File: config.mk
export PLATFORM = sky130hd
export DESIGN_NAME = osg_pulse_sequencer
export DESIGN_NICKNAME = d
export VERILOG_FILES = /design/src/rtl/osg_pkg.sv /design/src/rtl/osg_debounce.sv /design/src/rtl/osg_pulse_sequencer.sv
export SDC_FILE = /design/constraint.sdc
export NUM_CORES = 1
export LEC_CHECK = 0
export ABC_AREA = 1
export BUFFER_PORTS_ARGS = -buffer_cell sky130_fd_sc_hd__buf_2
export CORE_ASPECT_RATIO = 0.7
export CORE_MARGIN = 2
export CORE_UTILIZATION = 50
export DETAILED_ROUTE_END_ITERATION = 10
export PLACE_DENSITY = 0.73
export SYNTH_ARGS = -nofsm -noshare
export SYNTH_HDL_FRONTEND = slang
export SYNTH_SLANG_ARGS = --single-unit
File: constraint.sdc
create_clock -name sq_clk -period 10 [get_ports sq_clk]
set_input_delay 0.5 -clock sq_clk [delete_from_list [all_inputs] [get_ports sq_clk]]
set_output_delay 0.5 -clock sq_clk [all_outputs]
set_load 0.005 [all_outputs]
File: src/rtl/osg_pkg.sv
// Shared types and defaults for the OSG light-pulse sequencer.
package osg_pkg;

    typedef enum logic [1:0] {
        IDLE = 2'd0,
        RUN  = 2'd1,
        HOLD = 2'd2
    } osg_state_e;

    localparam logic SRC_BTN = 1'b0;
    localparam logic SRC_PC  = 1'b1;

    localparam int unsigned DEB_CYC_DEF = 500000;    // 10 ms at 50 MHz
    localparam int unsigned MAX_LEN_DEF = 50000000;  // 1 s at 50 MHz

endpackage

File: src/rtl/osg_debounce.sv
// Front-panel button conditioning: 2-FF synchroniser followed by a stable-time
// filter. The debounced level only follows the input after DEB_CYC steady cycles.
module osg_debounce
    import osg_pkg::*;
#(
    parameter int unsigned DEB_CYC = DEB_CYC_DEF
) (
    input  logic sq_clk,
    input  logic sq_rst,
    input  logic btn_n,
    output logic btn_deb
);

    localparam int unsigned DW = $clog2(DEB_CYC + 1);
    localparam logic [DW-1:0] DEB_LOAD = DW'(DEB_CYC);

    logic [1:0]    sync_q;
    logic          deb_q;
    logic [DW-1:0] cnt_q;

    // Released (high) is the safe idle level so reset never looks like a press.
    always_ff @(posedge sq_clk or posedge sq_rst) begin
        if (sq_rst) begin
            sync_q <= 2'b11;
            deb_q  <= 1'b1;
            cnt_q  <= '0;
        end else begin
            sync_q <= {sync_q[0], btn_n};
            if (sync_q[1] == deb_q) begin
                cnt_q <= DEB_LOAD;
            end else if (cnt_q <= DW'(1)) begin
                deb_q <= sync_q[1];
                cnt_q <= DEB_LOAD;
            end else begin
                cnt_q <= cnt_q - 1'b1;
            end
        end
    end

    assign btn_deb = deb_q;

endmodule

File: src/rtl/osg_pulse_sequencer.sv
// OSG light-pulse sequencer: arbitrates button/PC starts, times one pulse plus holdoff.
// Define OSG_BURST_EN to add the burst_n port and multi-pulse bursts.
//
// state | meaning
// IDLE  | waiting for a request, pulse_o low
// RUN   | pulse_o high, length and watchdog timers counting down
// HOLD  | holdoff (or inter-pulse gap in a burst), pulse_o low
module osg_pulse_sequencer
    import osg_pkg::*;
#(
    parameter int unsigned CNT_W   = 32,
    parameter int unsigned DEB_CYC = DEB_CYC_DEF,
    parameter int unsigned MAX_LEN = MAX_LEN_DEF
) (
    input  logic             sq_clk,
    input  logic             sq_rst,
    input  logic             btn_n,
    input  logic             pc_start,
    input  logic             end_flg,
    input  logic             abort,
    input  logic [CNT_W-1:0] pulse_len,
    input  logic [CNT_W-1:0] hold_len,
`ifdef OSG_BURST_EN
    input  logic [7:0]       burst_n,
`endif
    output logic             pulse_o,
    output logic             busy,
    output logic             done,
    output logic             timeout,
    output logic             src
);

    localparam logic [CNT_W-1:0] MAX_L = CNT_W'(MAX_LEN);

    osg_state_e       state_q, state_d;
    logic             btn_deb, btn_deb_q, pc_q;
    logic             btn_req, pc_req, start;
    logic             len_exp, wd_exp, hold_exp, more_pulses;
    logic [CNT_W-1:0] start_len, start_hold;
    logic [CNT_W-1:0] run_len_q, hold_q, len_cnt, wd_cnt, hold_cnt;
    logic             done_q, timeout_q, src_q;

    osg_debounce #(.DEB_CYC(DEB_CYC)) u_debounce (
        .sq_clk (sq_clk),
        .sq_rst (sq_rst),
        .btn_n  (btn_n),
        .btn_deb(btn_deb)
    );

    assign btn_req  = btn_deb_q & ~btn_deb;
    assign pc_req   = pc_start & ~pc_q;
    assign start    = (state_q == IDLE) && (btn_req || pc_req) && !abort;
    assign len_exp  = (len_cnt <= CNT_W'(1));
    assign wd_exp   = (wd_cnt <= CNT_W'(1));
    assign hold_exp = (hold_cnt <= CNT_W'(1));

    always_comb begin
        start_len = pulse_len;
        if (pulse_len == '0 || pulse_len > MAX_L) start_len = MAX_L;
        start_hold = (hold_len == '0) ? CNT_W'(1) : hold_len;
    end

`ifdef OSG_BURST_EN
    logic [7:0] burst_left;
    logic       stop_q;
    assign more_pulses = !stop_q && (burst_left != 8'd0);
`else
    assign more_pulses = 1'b0;
`endif

    always_ff @(posedge sq_clk or posedge sq_rst) begin
        if (sq_rst) state_q <= IDLE;
        else        state_q <= state_d;
    end

    always_comb begin
        state_d = state_q;
        case (state_q)
            IDLE: if (start) state_d = RUN;
            RUN: begin
                if (abort)                                state_d = IDLE;
                else if (end_flg || wd_exp || len_exp)    state_d = HOLD;
            end
            HOLD: begin
                if (abort)         state_d = IDLE;
                else if (hold_exp) state_d = more_pulses ? RUN : IDLE;
            end
            default: state_d = IDLE;
        endcase
    end

    // pulse_o decodes the state register, so it rises on the request edge and
    // falls with the async reset.
    always_comb begin
        pulse_o = (state_q == RUN);
        busy    = (state_q != IDLE);
        done    = done_q;
        timeout = timeout_q;
        src     = src_q;
    end

    always_ff @(posedge sq_clk or posedge sq_rst) begin
        if (sq_rst) begin
            btn_deb_q <= 1'b1;
            pc_q      <= 1'b0;
            run_len_q <= '0;
            hold_q    <= '0;
            len_cnt   <= '0;
            wd_cnt    <= '0;
            hold_cnt  <= '0;
            done_q    <= 1'b0;
            timeout_q <= 1'b0;
            src_q     <= SRC_BTN;
`ifdef OSG_BURST_EN
            burst_left <= 8'd0;
            stop_q     <= 1'b0;
`endif
        end else begin
            btn_deb_q <= btn_deb;
            pc_q      <= pc_start;
            done_q    <= 1'b0;
            if (start) begin
                run_len_q <= start_len;
                hold_q    <= start_hold;
                len_cnt   <= start_len;
                wd_cnt    <= MAX_L;
                src_q     <= pc_req ? SRC_PC : SRC_BTN;
                timeout_q <= 1'b0;
`ifdef OSG_BURST_EN
                burst_left <= (burst_n == 8'd0) ? 8'd0 : burst_n - 8'd1;
                stop_q     <= 1'b0;
`endif
            end else begin
                case (state_q)
                    RUN: begin
                        if (state_d == HOLD) begin
                            hold_cnt <= hold_q;
                            // end_flg in the expiry cycle counts as a normal end
                            if (wd_exp && !end_flg) timeout_q <= 1'b1;
`ifdef OSG_BURST_EN
                            stop_q <= end_flg || wd_exp;
`endif
                        end else begin
                            if (len_cnt != '0) len_cnt <= len_cnt - 1'b1;
                            if (wd_cnt != '0)  wd_cnt  <= wd_cnt - 1'b1;
                        end
                    end
                    HOLD: begin
                        if (state_d == RUN) begin
                            len_cnt <= run_len_q;
                            wd_cnt  <= MAX_L;
`ifdef OSG_BURST_EN
                            if (burst_left != 8'd0) burst_left <= burst_left - 8'd1;
`endif
                        end else begin
                            if (hold_cnt != '0) hold_cnt <= hold_cnt - 1'b1;
                            if (state_d == IDLE && !abort && !timeout_q) done_q <= 1'b1;
                        end
                    end
                    default: ;
                endcase
            end
        end
    end

endmodule

=== Word level (Yosys, flattened, before mapping) ===
Cells that the tools add are included.

* Register bits after elaboration: 189
* Output and inout bits: 5
* Word-level logic and storage cells: 104

* $add $sub $neg: 4
* $lt $le $gt $ge: 5
* Equal/unequal tests: 12
* Mux-type cells: 33
* Bitwise logic cells: 6
* Reduce and logical (&&, ||, !) cells: 30

{| class="wikitable"
|+ Operators by type and width
! cell !! number
|-
| two-way mux 32 bit || 13
|-
| case mux 32 bit (2 select lines) || 3
|-
| <= comparator 32 x 1 -> 1 bit (second input constant) || 3
|-
| nonzero test 32 bit || 3
|-
| subtractor 32 x 1 -> 32 bit (second input constant) || 3
|-
| zero test 32 bit || 2
|-
| two-way mux 19 bit || 2
|-
| greater-than comparator 32 x 26 -> 1 bit (second input constant) || 1
|-
| <= comparator 19 x 1 -> 1 bit (second input constant) || 1
|-
| subtractor 19 x 1 -> 19 bit (second input constant) || 1
|-
| two-way mux 2 bit || 5
|-
| nonzero test 2 bit || 5
|-
| two-way mux 1 bit || 9
|-
| AND reduction 4 bit || 2
|-
| inequality test 3 x 1 -> 1 bit (second input constant) || 2
|-
| inequality test 3 bit (second input constant) || 2
|-
| case mux 2 bit (3 select lines) || 1
|-
| logical AND 1 bit || 5
|-
| AND reduction 5 bit || 1
|-
| equality test 2 x 1 -> 1 bit (second input constant) || 2
|-
| equality test 2 bit (second input constant) || 2
|-
| zero test 2 bit || 2
|-
| logical OR 1 bit || 4
|-
| inequality test 2 bit (second input constant) || 2
|-
| 8 further kinds || 14
|}

=== Longest topological paths before layout ===
* Depth in word-level cells: 14
* Gate-level depth with buffers: 18
* Mapped depth without buffers: 17

=== Cells and area by module ===
Synthesis repeated with hierarchy kept, for this count alone.

* Cell total of the unflattened synthesis: 1597
* Area total of the unflattened synthesis: 11847.6 sq um

{| class="wikitable"
|+ By module, submodules not included
! module !! times used !! cells each !! area an instance (sq um) !! seq. area each (sq um)
|-
| osg_pulse_sequencer || 1 || 1445 || 10533.9 || 4180.3
|-
| osg_debounce || 1 || 152 || 1313.8 || 554.3
|}

=== Least setup slack after synthesis ===
No wires, ideal clock.

* Kind: register -> register
* Start: register len_cnt[0]
* End: register hold_cnt[2]
* Arrival time: 2047 ps
* Slack: 7829 ps
* Stages on the path, launching flop included: 19
* Clock period less this slack: 2171 ps
* Cell sequence: dfrtp_1 -> inv_1 -> ha_1 -> nand2_4 -> nor2_8 -> nand2_2 -> nor2_2 -> nand2_1 -> nand3_2 -> nand2_1 -> nand2_2 -> nand2_4 -> nor2_8 -> nand2_1 -> nand2_1 -> nand3_4 -> buf_6 -> nand2_1 -> o21ai_2

* Longest elaborated chain between the ends: 8
* Elaborated cells between the ends (all ways): 10
* Classes of those cells: order compare: 1; eq/ne: 4; mux: 3; reduce/logical: 2

{| class="wikitable"
|+ RTL lines
! element !! RTL line !! RTL
|-
| from (decl) || osg_pulse_sequencer.sv:40 || <nowiki>logic [CNT_W-1:0] run_len_q, hold_q, len_cnt, wd_cnt, hold_cnt;</nowiki>
|-
| from (signal assigned) || osg_pulse_sequencer.sv:125 || <nowiki>len_cnt <= start_len;</nowiki>
|-
| from (signal assigned) || osg_pulse_sequencer.sv:144 || <nowiki>if (len_cnt != '0) len_cnt <= len_cnt - 1'b1;</nowiki>
|-
| from (signal assigned) || osg_pulse_sequencer.sv:150 || <nowiki>len_cnt <= run_len_q;</nowiki>
|-
| <= comparator 32 x 1 -> 1 bit * || osg_pulse_sequencer.sv:53 || <nowiki>assign len_exp = (len_cnt <= CNT_W'(1));</nowiki>
|-
| logical OR 1 bit * || osg_pulse_sequencer.sv:82 || <nowiki>else if (end_flg || wd_exp || len_exp) state_d = HOLD;</nowiki>
|-
| two-way mux 2 bit * || osg_pulse_sequencer.sv:82 ||
|-
| two-way mux 2 bit * || osg_pulse_sequencer.sv:81 || <nowiki>if (abort) state_d = IDLE;</nowiki>
|-
| case mux 2 bit (3 select lines) * || osg_pulse_sequencer.sv:78 || <nowiki>case (state_q)</nowiki>
|-
| net state_d[1] || osg_pulse_sequencer.sv:35 || <nowiki>osg_state_e state_q, state_d;</nowiki>
|-
| equality test 2 x 1 -> 1 bit or equality test 2 bit (tied branches) || osg_pulse_sequencer.sv:149, osg_pulse_sequencer.sv:136 ||
|-
| inequality test 2 bit (no line) or inequality test 2 x 1 -> 1 bit (tied branches) || - ||
|-
| AND reduction 5 bit (no line) * || - ||
|-
| to (signal assigned) || osg_pulse_sequencer.sv:137 || <nowiki>hold_cnt <= hold_q;</nowiki>
|-
| to (signal assigned) || osg_pulse_sequencer.sv:156 || <nowiki>if (hold_cnt != '0) hold_cnt <= hold_cnt - 1'b1;</nowiki>
|-
| to (decl) || osg_pulse_sequencer.sv:40 ||
|}

Mark *: on every way through the listed nets, which the timed path passes. The rest lies on a longest branch.
A chain may end at the register's enable or synchronous reset.

=== Worst setup path in the final report ===
* Start: register u_debounce.deb_q, in the netlist u_debounce.btn_deb
* End: register len_cnt[29]

* Longest elaborated chain between the ends: 10
* Elaborated cells between the ends (all ways): 15
* Classes of those cells: eq/ne: 5; mux: 3; bitwise: 2; reduce/logical: 5

{| class="wikitable"
|+ RTL lines
! element !! RTL line !! RTL
|-
| from (decl) || osg_debounce.sv:18 || <nowiki>logic deb_q;</nowiki>
|-
| from (signal assigned) || osg_debounce.sv:32 || <nowiki>deb_q <= sync_q[1];</nowiki>
|-
| NOT 1 bit * || osg_pulse_sequencer.sv:50 || <nowiki>assign btn_req = btn_deb_q & ~btn_deb;</nowiki>
|-
| AND 1 bit * || osg_pulse_sequencer.sv:50 ||
|-
| logical OR 1 bit * || osg_pulse_sequencer.sv:52 || <nowiki>assign start = (state_q == IDLE) && (btn_req || pc_req) && !abort;</nowiki>
|-
| logical AND 1 bit * (2 in series) || osg_pulse_sequencer.sv:52 ||
|-
| two-way mux 2 bit || osg_pulse_sequencer.sv:79 || <nowiki>IDLE: if (start) state_d = RUN;</nowiki>
|-
| case mux 2 bit (3 select lines) || osg_pulse_sequencer.sv:78 ||
|-
| equality test 2 x 1 -> 1 bit or equality test 2 bit (tied branches) || osg_pulse_sequencer.sv:149, osg_pulse_sequencer.sv:136 ||
|-
| inequality test 3 bit (no line) || - ||
|-
| AND reduction 4 bit (no line) || - ||
|}

Mark *: on every way between the ends. The rest lies on a longest branch, timed or not.

==> impl_metrics.yaml <==
worst_hold_path:
  worstHoldStart: "btn_n"
  hold_depth: 1
  hold_path_class: "in -> reg"
  whs_endpoint: "u_debounce.sync_q[0]"
synthesis:
  synthAdderAreaFrac: 0.0132
  synth-xor-area-share: 0.0327
  netlist_top_cells_area: "dfrtp_1, nand2_1, o21bai_2, nor2_1, inv_1"
  yosysMostFrequentCell: "nand2_1"
  synth_cells: 1642
  synth_top_area_cell: "dfrtp_1"
  synth_top_area_share: 0.376
  synth_commonest_cells: "nand2_1, dfrtp_1, nor2_1"
  synth.yosys.seq_area_share: 0.385
  synth_simple_gate_area_frac: 0.318
  synth_edf_count: 0
  synth_ff_type: "dfrtp_1"
  synth_compound_area_frac: 0.155
  synth_seq_cells: 189
  synth_area_per_cell_sq_um: 7.50
  netlist_area_sq_um: 12300
  synthMuxAreaShare: 0.000813
  ys_warn_count: 0
  yosysUniqueCellTypes: 52
  synth_top_family_by_area: "simple AND/OR/NAND/NOR gates"
  syn_nets: 1725
  async_flop_share: 1.00
floorplan:
  design.core.area_sq_um: 24400
  top_level_ports: 75
  dieHeight_microns: 135
  die_w_microns: 192
  start_util: 0.504
  rows: 48
  die-area_sq_um: 25900
setup_path:
  cp.arrival_ps: 4220
  startpoint_type: "register"
  rr_startpoint: "u_debounce.btn_deb"
  crit_top_cell: "nand2_1"
  crit_slowest_cell: "nor2_1"
  critPathMaxFanout: 48
  worst_setup_path_end_kind: "register"
  slowest_delay_ps: 990
  startpoint: "u_debounce.btn_deb"
  path_cells: "inv_1, nand2_1, o21ai_0, nand3_2, inv_2, buf_4, nor2_1, nand2_4, nand2_2, o21bai_1, nand2_1"
  regToRegSetupSlack_ps: 6170
  required_ps: 10390
  crit_type: "reg -> reg"
  r2r_end: "len_cnt[29]"
  r2r_cells: 11
cells_and_area:
  syn_to_final_growth_pct: 7.78
  nFillCells: 2277
  nets: 1758
  n_antenna_cell: 0
  seqCellArea_sq_um: 4730
  drive_gt1_frac: 0.173
  multi_input_area_sq_um: 6410
  finalNonFillerCells: 2013
  postLayoutCellArea_sq_um: 13300
timing:
  setup_violations: 0
  setup-tns-final_ps: 0
  hold_viol: 0
  timing.final.crit_share: 0.383
  setup_slack_ps: 6170
  clock_skew_ps: 10.8
  drv_slew: 0
  tightest_slew_ps: 1250
  min_period_ps: 3830
  clock.fmax_mhz: 261
  slew_headroom: 0.164
  rsz0062_at_grt: "no"
run:
  cap_violations: 0
detailed_routing:
  drc: 0
  first_pass_iters: 5
  wl_per_cell_microns: 15.0
  wl_mm: 30.2
  vias_per_cell: 5.35
  num_vias: 10800
  drt_iter0_drc: 1007
  final_antenna_net_count: 0
placed_design:
  hpwl_mm: 20.6
  place_ws_ps: 5950
  dpl.cell_count: 1981
  place_congestion: 0.913
  post_dp_cell_area_sq_um: 12700
  io_buffers: 74
global_route:
  globalRouteTotalUtil: 0.243
  antenna_found_initial: 0
  grt.overflow.total: 0
  grt_pass1_vias: 10300
  grt_pass1_wl_mm: 50.4
  grt_max_degree: 120
clock_network:
  htreeDepth: 4
  cts_setup_buffers: 0
  insertion_delay_ps: 450
  clkSlewWorstSetupHoldPaths_ps: 70
  cts-hold-fix-buffers: 0
  cts_buffer_depth: 2
  cts_resized: 0
  cts_made_buffers: 17
  cts_root_buf: "clkbuf_16"
  cts.sinks: 189
  cts_tree: "yes"
power_and_ir_drop:
  leakagePower_uw: 0.00652
  cellPowerDensity_nw_per_um2: 267
  ir_drop_mv: 0.388
outcome:
  status: "completed"
cell usage in the layout, fill, tap and decap left out, types with 19 or more instances in the layout:
master and n:
nor3_1 22, nand4_1 29, buf_2 74, inv_1 172, nor4_1 19, o21ai_2 32
xor2_1 38, dfrtp_1 185, inv_2 19, nand3_1 122, nand2_1 437, nor2_1 178
o21ai_0 78, o21bai_2 60, a21oi_1 42
registers in the layout (all words and copies together) (netlist names):
register / flops
u_debounce.btn_deb: 1
hold_q: 32
u_debounce.cnt_q: 19
state_q: 2
timeout: 1
pc_q: 1
src: 1
done: 1
btn_deb_q: 1
hold_cnt: 32
len_cnt: 32
wd_cnt: 32
u_debounce.sync_q: 2
run_len_q: 32
stage by stage:
step                      hold WS, ps  utilization  power (uW)
after floorplan                   345            -        2590
after global placement            350        0.520        2800
after detailed placement          352        0.520        2860
after CTS                         138        0.543        3540
after global routing              146        0.543        3840
final                             150        0.543        3550
cell families (layout without fill, tap and decap cells):
kind of cell,after synthesis,count (layout)
compound gates,258,258
xor+xnor,46,46
fa+ha+maj,13,13
buf+inv,260,306
flops,189,189
mux,1,1
simple gates,875,875
metal layers:
metal / part of all wire / global-route usage
met1: 0.49 / 0.351
met3: 0.054 / 0.0425
met4: 0.015 / 0.0812
met5: 0 / 0
met2: 0.44 / 0.368
report_power, final:
group,internal [uW],leakage (uW),total (uW),switching (uW)
logic,595,0.00384,1620,1030
clock network,349,0.000262,670,321
registers,1020,0.00241,1250,232
total,1960,0.00652,3550,1580
worst max path at each step:
stage	to	slack, ps	cells past startpoint
after floorplan	done	4360	1
after global placement	wd_cnt[31]	5980	11
after detailed placement	len_cnt[29]	5950	11
after CTS	len_cnt[29]	6200	11
after global routing	len_cnt[29]	5870	9
final	len_cnt[29]	6170	11
critical path, delay by kind of cell, from the launching register on:
family / cells / cell delay, ps
simple gates: 6 / 2130
buf+inv: 3 / 720
compound gates: 2 / 330
flops: 1 / 550
layout make-up:
class	count	share of cell area
Multi-Input combinational cell	1193	0.483
Sequential cell	189	0.357
Inverter	193	0.0553
Clock buffer	19	0.0326
Timing Repair Buffer	81	0.0319
Tap cell	325	0.0306
Clock inverter	13	0.00981
No activity file was read; power rests on OpenSTA's default activity.
